$ cat src/rtl/rt_var_delay_mc.sv
// Multi-channel runtime-variable delay line: per-channel circular buffers sharing
// one write pointer, each channel with its own loadable, clamped delay and fill tracking.
module rt_var_delay_mc #(
  parameter int DATA_W     = 8,
  parameter int NUM_CH     = 2,
  parameter int ADDR_W     = 3,
  parameter int DELAY_W    = 4,
  parameter int INIT_DELAY = 3
) (
  input  logic                       clk,
  input  logic                       rst_n,
  input  logic                       en,
  input  logic [NUM_CH-1:0]          delay_ld,
  input  logic [NUM_CH*DELAY_W-1:0]  delay,
  input  logic [NUM_CH*DATA_W-1:0]   in,
  output logic [NUM_CH*DATA_W-1:0]   out,
  output logic [NUM_CH-1:0]          out_valid,
  output logic [NUM_CH-1:0]          delay_err
);

  localparam int MAXD   = 1 << ADDR_W;
  localparam int INIT_C = (INIT_DELAY < 1) ? 1 : ((INIT_DELAY > MAXD) ? MAXD : INIT_DELAY);
  localparam logic [DELAY_W-1:0] MAXD_D = DELAY_W'(MAXD);
  localparam logic [DELAY_W-1:0] INIT_D = DELAY_W'(INIT_C);
  localparam logic [DELAY_W-1:0] ONE_D  = DELAY_W'(1);

  logic [ADDR_W-1:0] wp;

  always_ff @(posedge clk or negedge rst_n) begin
    if (!rst_n) begin
      wp <= '0;
    end else if (en) begin
      wp <= wp + 1'b1;
    end
  end

  for (genvar g = 0; g < NUM_CH; g++) begin : g_ch
    logic [DATA_W-1:0]  mem [MAXD];
    logic [DATA_W-1:0]  din;
    logic [DATA_W-1:0]  rd_data;
    logic [DATA_W-1:0]  q;
    logic [DELAY_W-1:0] d_req;
    logic [DELAY_W-1:0] d_clamp;
    logic [DELAY_W-1:0] cur_d;
    logic [DELAY_W-1:0] fill;
    logic [DELAY_W-1:0] fill_nx;
    logic [ADDR_W-1:0]  rd_addr;
    logic               bad;
    logic               vld;
    logic               err;

    always_comb begin
      din     = in[g*DATA_W +: DATA_W];
      d_req   = delay[g*DELAY_W +: DELAY_W];
      bad     = (d_req == '0) || (d_req > MAXD_D);
      d_clamp = d_req;
      if (d_req == '0) begin
        d_clamp = ONE_D;
      end else if (d_req > MAXD_D) begin
        d_clamp = MAXD_D;
      end
      // Read is taken before this edge's write; cur_d-1 <= MAXD-1 never aliases wp.
      rd_addr = wp - ADDR_W'(cur_d - ONE_D);
      rd_data = mem[rd_addr];
      fill_nx = fill + ONE_D;
    end

    always_ff @(posedge clk) begin
      if (en) begin
        mem[wp] <= din;
      end
    end

    always_ff @(posedge clk or negedge rst_n) begin
      if (!rst_n) begin
        cur_d <= INIT_D;
        fill  <= '0;
        q     <= '0;
        vld   <= 1'b0;
        err   <= 1'b0;
      end else if (delay_ld[g]) begin
        cur_d <= d_clamp;
        fill  <= '0;
        vld   <= 1'b0;
        err   <= bad;
      end else if (en) begin
        fill <= (fill_nx >= cur_d) ? cur_d : fill_nx;
        vld  <= (fill_nx >= cur_d);
        q    <= (cur_d == ONE_D) ? din : rd_data;
      end
    end

    assign out[g*DATA_W +: DATA_W] = q;
    assign out_valid[g]            = vld;
    assign delay_err[g]            = err;
  end

endmodule

$ cat config.mk
export PLATFORM = sky130hd
export DESIGN_NAME = rt_var_delay_mc
export DESIGN_NICKNAME = d
export VERILOG_FILES = /design/src/rtl/rt_var_delay_mc.sv
export SDC_FILE = /design/constraint.sdc
export NUM_CORES = 1
export LEC_CHECK = 0
export ABC_AREA = 1
export ABC_CLOCK_PERIOD_IN_PS = 2300
export CORE_AREA = 2 2 142 144
export CTS_CLUSTER_DIAMETER = 50
export DETAILED_ROUTE_END_ITERATION = 10
export DIE_AREA = 0 0 144 146
export GPL_TIMING_DRIVEN = 0
export PLACE_DENSITY = 0.56
export SYNTH_ARGS = -nofsm -noshare
export SYNTH_HDL_FRONTEND = slang
export SYNTH_SLANG_ARGS = --single-unit
$ cat constraint.sdc
create_clock -name clk -period 2.3 [get_ports clk]
set_clock_uncertainty 0.05 [all_clocks]
set_input_delay 0.345 -clock clk [delete_from_list [all_inputs] [get_ports clk]]
set_output_delay 0.345 -clock clk [all_outputs]
set_load 0.03 [all_outputs]
==> flow_metrics.env <==
export IMPL_status="finished clean"
export IMPL_cts_tree="done"
export IMPL_seq_area_frac_synth=0.6298
export IMPL_postSynth_asyncResetShare=0.2335
export IMPL_antenna_found_initial=0
export IMPL_avgSynthCellArea_um2=10.09
export IMPL_ff2ff_setup_slack_ns=0.21
export IMPL_cts_sinks=167
export IMPL_hold_class="input port to async pin"
export IMPL_ys_warn_count=0
export IMPL_die_x_um=144
export IMPL_drc=0
export IMPL_power_total_mw=11.14
export IMPL_ios=49
export IMPL_cp_data_arrival_time_ns=2.24
export IMPL_final_antenna_net_count=0
export IMPL_clk_latency_ns=0.43
export IMPL_drv_cap=0
export IMPL_maxSlewViolCount=0
export IMPL_cts_max_level=4
export IMPL_numCtsBuffers=17
export IMPL_first_global_vias=5137
export IMPL_std_cell_rows=51
export IMPL_synth_edff_count=128
export IMPL_utilization=0.4820
export IMPL_grt_first_pass_wirelength_mm=27.72
export IMPL_dpl_hpwl_mm=11.58
export IMPL_syn_inst=759
export IMPL_ir_drop_uv=532.7
export IMPL_final_common_cell="nand2_1"
export IMPL_wl_mm=17.54
export IMPL_area_growth_pct=21.66
export IMPL_initial_core_util=0.3962
export IMPL_port_buffers=48
export IMPL_fmax_mhz=462.6
export IMPL_finalSetupViolations=0
export IMPL_via_per_inst=4.858
export IMPL_gp_congestion=0.7563
export IMPL_leakage_nw=3.983
export IMPL_drt_iter0_drc=468
export IMPL_dieHeight_um=146
export IMPL_layout_common_cells="196 x nand2_1, 128 x edfxtp_1, 87 x nor2_1, 75 x inv_1, 75 x o21ai_0"
export IMPL_antenna_cells=0
export IMPL_synth_main_ff_cell="edfxtp_1"
export IMPL_vias=5417
export IMPL_relSlewSlack=0.5893
export IMPL_rsz0062_at_grt="false"
export IMPL_dieArea_mm2=0.02102
export IMPL_finalCriticalPeriod_ns=2.162
export IMPL_grt_max_degree=28
export IMPL_fin_crit_sh=0.9399
export IMPL_hold_viol_final=0
export IMPL_grt_overflow=0
export IMPL_cts_reportedPaths_clkPinSlew_ns=0.06
export IMPL_grt_usage=0.1752
export IMPL_setup_tns_final_ns=0
export IMPL_clock_root_buffer="clkbuf_16"
export IMPL_netlist_area_mm2=0.007661
export IMPL_worstSetupStartpointType="input port"
export IMPL_place_area_mm2=0.008628
export IMPL_crit_fanout=9
export IMPL_drt_pass1_iterations=7
export IMPL_p_per_area_mw_per_mm2=1195
export IMPL_fillers=1750
export IMPL_drive_gt1_frac=0.1259
export IMPL_synth_cell_types=29
export IMPL_path_class="input port to flip-flop"
export IMPL_wl_per_cell_um=15.73
export IMPL_ys_seq_elements=167
export IMPL_endpoint_kind="flip-flop"
export IMPL_synth_nets=805
export IMPL_finalInstanceArea_mm2=0.009320
export IMPL_worst_pin_slew_ns=0.6154
export IMPL_nets=883
export IMPL_worst_ep_required_time_ns=2.38
export IMPL_clk_path_buf_depth=2
export IMPL_coreArea_mm2=0.01933
kinds of logic (layout without fill, tap and decap cells):
group	count (synthesis)	in the layout	synth area share
AND/OR/NAND/NOR	365	365	0.1994
flip-flops	167	167	0.6298
AO/OA/AOI/OAI	93	93	0.06304
buffers and inverters	112	203	0.07431
XOR/XNOR	5	5	0.005717
adder cells (fa/ha/maj)	17	17	0.02776
worst paths after layout:
path,startpoint,to,depth (start not counted)
min reg2reg,g_ch[1].q[1],g_ch[1].q[1],2
max reg2reg,g_ch[0].cur_d[0],g_ch[0].q[2],10
min in group clk,g_ch[1].q[1],g_ch[1].q[1],2
max in group asynchronous,rst_n,g_ch[0].cur_d[0],3
min,rst_n,g_ch[1].fill[3],2
max,en,g_ch[1].mem[2][3],5
worst max-delay path: stages:
cell	delay, ns
clkdlybuf4s50_1	0.65
inv_2	0.13
or2_2	0.37
nor2_2	0.49
buf_8	0.24
layout make-up:
class | instances | area, um2 | area share
Inverter | 83 | 319.1 | 0.03423
Buffer | 29 | 266.5 | 0.02859
Timing Repair Buffer | 59 | 633.1 | 0.06793
Sequential cell | 167 | 4825 | 0.5177
Clock inverter | 14 | 229.0 | 0.02457
Multi-Input combinational cell | 480 | 2287 | 0.2454
Clock buffer | 18 | 429.2 | 0.04605
Tap cell | 265 | 331.6 | 0.03558
where the power goes:
part           internal, mW  switching [mW]  leakage [nW]
registers              3.74           0.201          1.64
logic                  1.51            2.50          2.02
clock network          2.03            1.16         0.321
total                  7.28            3.86          3.98
per-layer routing:
metal	track usage	share of wire	up-vias
li1	-	-	2677
met1	0.2369	0.47	2617
met2	0.2788	0.48	104
met3	0.03587	0.041	19
met4	0.06471	0.016	0
met5	0	0	-
Yosys cell counts (3+ instances only):
master | n | area, um2
ha_1 | 17 | 212.7
nor2_4 | 4 | 45.04
buf_6 | 14 | 157.7
nand3_1 | 47 | 235.2
nand2_2 | 8 | 50.05
buf_2 | 8 | 40.04
nand4_1 | 9 | 56.30
dfrtp_1 | 35 | 875.8
xor2_1 | 3 | 26.28
inv_4 | 3 | 18.77
buf_4 | 7 | 52.55
nor2_1 | 95 | 356.6
dfstp_2 | 4 | 105.1
inv_1 | 75 | 281.5
o21ai_0 | 75 | 375.4
edfxtp_1 | 128 | 3844
inv_2 | 5 | 18.77
nand2_1 | 196 | 735.7
a21oi_1 | 10 | 50.05
metrics by stage:
step	setup WS, ns	hold slack (ns)	instances
2_1_floorplan	0.3994	-0.0005911	759
3_3_place_gp	-1.151	0.4139	1072
3_5_place_dp	-0.2820	0.2339	1081
4_1_cts	0.08706	0.3256	1114
5_1_grt	0.01766	0.3423	1115
6_report	0.1381	0.3190	1115
sequential cells by signal, indices dropped and copies added, names as in the netlist:
| name | flops |
|---|---|
| g_ch.cur_d | 8 |
| wp | 3 |
| g_ch.mem | 128 |
| g_ch.q | 16 |
| g_ch.fill | 8 |
| g_ch.err | 2 |
| g_ch.vld | 2 |
timing repair:
action / 4_1_cts / 5_1_grt
endpoints found under the setup margin: 0 / 9
resized for setup: 0 / 8
buffers inserted: 0 / 1
hold buffers: 1 / 0
endpoints found under the hold margin: 12 / 0
(Power assumes the default switching activity.)
